--- src/rtl/reg_ctrl_fsm.sv ---
// Instruction decode and control sequencer in front of the 8-bit register file.
// Walks IDLE -> DECODE -> EXEC -> (MEM) -> (WB) for one 16-bit instruction at a time.
module reg_ctrl_fsm #(
  parameter int DATA_W      = 8,
  parameter int MEM_TIMEOUT = 15
) (
  input  logic              clk,
  input  logic              rst_n,
  input  logic [15:0]       instr,
  input  logic              instr_valid,
  output logic              instr_ready,
  output logic [2:0]        ra1,
  output logic [2:0]        ra2,
  output logic [7:0]        wa,
  output logic [DATA_W-1:0] wd,
  output logic              regwrite,
  output logic [1:0]        alu_op,
  output logic              alu_src_imm,
  output logic [DATA_W-1:0] imm_ext,
  input  logic [DATA_W-1:0] alu_result,
  input  logic [DATA_W-1:0] rd2,
  output logic              mem_req,
  output logic              mem_we,
  output logic [DATA_W-1:0] mem_addr,
  output logic [DATA_W-1:0] mem_wdata,
  input  logic [DATA_W-1:0] mem_rdata,
  input  logic              mem_ack,
  output logic              err,
  output logic [2:0]        dbg_state
);

  localparam int CNT_W = $clog2(MEM_TIMEOUT + 1);

  typedef enum logic [2:0] {
    S_IDLE   = 3'd0,
    S_DECODE = 3'd1,
    S_EXEC   = 3'd2,
    S_MEM    = 3'd3,
    S_WB     = 3'd4
  } state_t;

  localparam logic [3:0] OP_NOP  = 4'd0;
  localparam logic [3:0] OP_SUB  = 4'd2;
  localparam logic [3:0] OP_AND  = 4'd3;
  localparam logic [3:0] OP_OR   = 4'd4;
  localparam logic [3:0] OP_ADDI = 4'd5;
  localparam logic [3:0] OP_LD   = 4'd6;
  localparam logic [3:0] OP_ST   = 4'd7;
  localparam logic [3:0] OP_LI   = 4'd8;

  state_t              state, state_n;
  logic [15:0]         ir;
  logic [DATA_W-1:0]   res_q;
  logic [DATA_W-1:0]   sdata_q;
  logic [CNT_W-1:0]    cnt_q;
  logic                err_q;

  logic [3:0]          opcode;
  logic [2:0]          rd_f, rs1_f, rs2_f;
  logic                legal, is_ld, is_st, mem_timeout;

  assign opcode      = ir[15:12];
  assign rd_f        = ir[11:9];
  assign rs1_f       = ir[8:6];
  assign rs2_f       = ir[5:3];
  assign legal       = (opcode <= OP_LI);
  assign is_ld       = (opcode == OP_LD);
  assign is_st       = (opcode == OP_ST);
  assign mem_timeout = (cnt_q == CNT_W'(MEM_TIMEOUT - 1));
  assign err         = err_q;
  assign dbg_state   = state;

  always_ff @(posedge clk) begin
    if (!rst_n) begin
      state   <= S_IDLE;
      ir      <= '0;
      res_q   <= '0;
      sdata_q <= '0;
      cnt_q   <= '0;
      err_q   <= 1'b0;
    end else begin
      state <= state_n;
      case (state)
        S_IDLE: begin
          if (instr_valid) begin
            ir    <= instr;
            err_q <= 1'b0;
          end
        end
        S_DECODE: begin
          if (!legal) err_q <= 1'b1;
        end
        S_EXEC: begin
          res_q <= (opcode == OP_LI) ? DATA_W'(ir[7:0]) : alu_result;
          if (is_st) sdata_q <= rd2;
          cnt_q <= '0;
        end
        S_MEM: begin
          // cnt_q counts MEM cycles already spent without an ack
          if (mem_ack) begin
            if (is_ld) res_q <= mem_rdata;
          end else if (mem_timeout) begin
            err_q <= 1'b1;
          end else begin
            cnt_q <= cnt_q + CNT_W'(1);
          end
        end
        default: ;
      endcase
    end
  end

  // Handshake: an instruction transfers on a rising edge where instr_valid and
  // instr_ready are both high; a valid held while busy is ignored, not queued.
  always_comb begin
    state_n     = state;
    instr_ready = 1'b0;
    ra1         = '0;
    ra2         = '0;
    wa          = '0;
    wd          = '0;
    regwrite    = 1'b0;
    alu_op      = 2'b00;
    alu_src_imm = 1'b0;
    imm_ext     = '0;
    mem_req     = 1'b0;
    mem_we      = 1'b0;
    mem_addr    = '0;
    mem_wdata   = '0;

    if (state != S_IDLE) begin
      ra1 = rs1_f;
      ra2 = is_st ? rd_f : rs2_f;
    end

    case (state)
      S_IDLE: begin
        instr_ready = 1'b1;
        if (instr_valid) state_n = S_DECODE;
      end
      S_DECODE: begin
        state_n = legal ? S_EXEC : S_IDLE;
      end
      S_EXEC: begin
        case (opcode)
          OP_SUB:  alu_op = 2'b01;
          OP_AND:  alu_op = 2'b10;
          OP_OR:   alu_op = 2'b11;
          default: alu_op = 2'b00;
        endcase
        alu_src_imm = (opcode == OP_ADDI) || is_ld || is_st;
        imm_ext     = DATA_W'($signed(ir[5:0]));
        if (is_ld || is_st)        state_n = S_MEM;
        else if (opcode == OP_NOP) state_n = S_IDLE;
        else                       state_n = S_WB;
      end
      S_MEM: begin
        mem_req   = 1'b1;
        mem_we    = is_st;
        mem_addr  = res_q;
        mem_wdata = is_st ? sdata_q : '0;
        if (mem_ack)          state_n = is_ld ? S_WB : S_IDLE;
        else if (mem_timeout) state_n = S_IDLE;
      end
      S_WB: begin
        wa       = {5'b0, rd_f};
        wd       = res_q;
        regwrite = (rd_f != 3'd0);
        state_n  = S_IDLE;
      end
      default: state_n = S_IDLE;
    endcase
  end

endmodule
--- config.mk ---
export PLATFORM = sky130hd
export DESIGN_NAME = reg_ctrl_fsm
export DESIGN_NICKNAME = d
export VERILOG_FILES = /design/src/rtl/reg_ctrl_fsm.sv
export SDC_FILE = /design/constraint.sdc
export NUM_CORES = 1
export LEC_CHECK = 0
export CAP_MARGIN = 30
export CORE_UTILIZATION = 41
export CTS_CLUSTER_SIZE = 16
export DETAILED_ROUTE_END_ITERATION = 7
export PLACE_DENSITY = 0.77
export SLEW_MARGIN = 30
export SYNTH_ARGS = -nofsm -noshare
export SYNTH_HDL_FRONTEND = slang
export SYNTH_SLANG_ARGS = --single-unit
--- constraint.sdc ---
create_clock -name clk -period 2.23 [get_ports clk]
set_input_delay 0.446 -clock clk [delete_from_list [all_inputs] [get_ports clk]]
set_output_delay 0.446 -clock clk [all_outputs]
set_load 0.01 [all_outputs]
==> impl_metrics.toml <==
[synthesis]
synth_top_cell_by_area = "dfxtp_1"
synth_fa_ha_area_share_pct = 1.15
dominantRegCellSynth = "dfxtp_1"
syn_inst = 277
ys_seq_area_share_pct = 36.8
ys_types = 42
synth-async-reset-ratio_pct = 0
synth_top_family_by_area = "simple AND/OR/NAND/NOR gates"
synthTopCellsByArea = "dfxtp_1, and2_1, nand2_1"
synth-edff-count = 0
yosysMostFrequentCell = "nand2_1"
syn_avg_cell_area_um2 = 7.86
synth_top_area_share_pct = 36.8
synth-compound-area-share_pct = 14.3
ys_ff_latch = 40
synth-simple-area-share_pct = 34.8
muxShareOfSynthArea_pct = 4.14
synth.yosys.warnings = 0
synthTopCellsByCount = "nand2_1, dfxtp_1, and2_1, a21oi_1, nor2_1"
synth-xor-area-share_pct = 1.21
syn_area_um2 = 2180

[route]
drt_first_pass_iters = 4
drtIter0Drc = 127
wl_per_cell_um = 13.3
finalWirelength_mm = 6.01
drc = 0
vias = 2238
viasPerCell = 4.94
ant_nets = 0

[power]
power.leakage_uw = 0.00161
ir_worst_vdd_uv = 238
total_power_uw = 1510
p_per_area_nw_per_um2 = 448

[placement]
dp_hpwl_mm = 4.50
place.gp.congestion = 0.780
placed_area_um2 = 3200
io_buffer_count = 95

[clock_tree]
cts_sinks = 40
cts_hold_buf = 0
clock_latency_ns = 0.29
cts_tree = "built"
clk_pin_slew_ns = 0.08
htree_num_levels = 2
numCtsBuffers = 5
cts_root_buf = "clkbuf_8"
cts_buffer_depth = 2

[floorplan]
initial_core_util_pct = 42.7
die_y_um = 74.9
die_area_um2 = 5610
core_region_area_um2 = 5110
ios = 101
rows = 26
die_w_um = 74.9

[finish]
num-nets-final = 429
antenna_cells = 0
final_core_util_pct = 65.9
final_cell_area_um2 = 3360
layout-drive-gt1-share_pct = 11.5
area_growth_pct = 54.5

[outcome]
status = "completed"

[grt]
use_met1_pct = 28.9
grt_antenna_before_repair = 0
grt_start_max_net_pins = 18
grt_pass1_vias = 2049
grt_pass1_wl_mm = 9.61
met2_usage_pct = 37.4
overflow = 0
busiest_layer = "met2"
grtUsageMet3_pct = 5.62
grtUsageTotal_pct = 22.5

[job]
maxCapViolCount = 0

[worst_hold_path]
hold_path.class = "reg -> reg"

[worst_setup_path]
worstPathMaxFanout = 13
cp-end-kind = "output pin"
path_class = "reg -> out"
max_stage_delay_ns = 0.53
start_kind = "register"
worstPathCellList = "buf_6, nand3b_4, inv_4, and2_1, clkdlybuf4s50_1"
critPathArrivalTime_ns = 1.70
critical_path_buf_inv_count = 3
required_ns = 1.78
cpMaxStageDelayCell = "clkdlybuf4s50_1"
cp_top_family = "buffers and inverters"

[timing]
slew_viol_final = 0
fin_tns_setup_ns = 0
hold_viol_final = 0
rsz0062_at_grt = "false"
setup_viol = 0
relSlewSlack_pct = 58.4
fmax_mhz = 466
fin_crit_ns = 2.15
fin_skew_ns = 0.00821
finalCritPeriodShare_pct = 96.2
tightest_slew_ns = 0.622
## per-layer routing
layer | share of wire, % | vias to the layer above | wire (um)
li1 | - | 1133 | -
met1 | 45 | 1020 | 2700
met2 | 48 | 78 | 2880
met3 | 6.2 | 7 | 373
met4 | 0.96 | 0 | 58
met5 | 0 | - | 0
## kinds of logic after synthesis
kind of cell / after synthesis
compound gates: 49
xor+xnor: 3
fa+ha+maj: 2
buf+inv: 28
flops: 40
mux: 9
other cells: 1
simple gates: 145
## timing repair
item	4_1_cts	5_1_grt
pin swaps	1	2
gates cloned	1	0
endpoints found under the hold margin	0	0
gates resized for setup	43	9
buffers inserted	3	4
endpoints found under the setup margin	37	14
## worst paths after layout
check / from / end / slack [ns] / cells after the start
worst min-delay path: ir[8]$_SDFFE_PN0P_ / ir[8]$_SDFFE_PN0P_ / 0.45 / 2
worst min register to register: ir[8]$_SDFFE_PN0P_ / ir[8]$_SDFFE_PN0P_ / 0.45 / 2
worst max register to register: dbg_state[2]$_SDFFE_PN0P_ / ir[4]$_SDFFE_PN0P_ / 0.42 / 6
worst max-delay path: dbg_state[0]$_SDFFE_PN0P_ / mem_addr[1] / 0.08 / 5
## layout by cell type (no fill, tap or decap), types with 3 or more instances in the layout
cell type,netlist,final
and2_1,34,34
dlymetal6s2s_1,0,8
mux2i_1,9,9
dlygate4sd2_1,0,31
nor3_1,5,5
nand3_1,7,7
a22o_1,8,8
nor2_1,22,22
dfxtp_1,40,37
buf_6,2,3
a21oi_1,22,22
dfxtp_2,0,3
nand2_1,56,56
conb_1,1,5
clkbuf_8,0,5
a31oi_1,11,11
o21a_1,5,5
clkdlybuf4s50_1,0,56
buf_4,10,20
and3_1,3,3
nor2b_1,3,3
## sequential cells by signal (all words and copies together) (netlist names)
name and cells:
ir 16, res_q 8, sdata_q 8, cnt_q 4, dbg_state 3, err 1
## worst register-to-register path: stages, from the launching register on
cell     delay [ns]
dfxtp_2        0.33
buf_4          0.16
nor3_4         0.32
buf_4          0.18
and2_1         0.47
nand2_1        0.13
a21oi_1        0.14
## stage by stage
stage | instances | hold WS [ns] | setup WS (ns)
final | 453 | 0.451 | 0.0838
after global routing | 453 | 0.503 | 0.000195
after CTS | 449 | 0.452 | -0.00543
after detailed placement | 438 | 0.442 | 0.107
after global placement | 438 | 0.442 | 0.135
after floorplan | 281 | 0.432 | 0.310
## report_power, final
| group | leakage [uW] | total (uW) | switching (uW) | internal [uW] |
|---|---|---|---|---|
| Clock | 0.0000410 | 458 | 245 | 213 |
| Combinational | 0.00124 | 285 | 131 | 154 |
| Sequential | 0.000327 | 766 | 23.7 | 742 |
## area by class of cell
cell class	instances	area, um2
Tap cell	70	87.6
Fill cell	462	1740
Multi-Input combinational cell	213	1260
Clock inverter	1	5.00
Inverter	4	17.5
Timing Repair Buffer	119	1120
Clock buffer	6	72.6
Sequential cell	40	805
No activity file was read; power rests on OpenSTA's default activity.
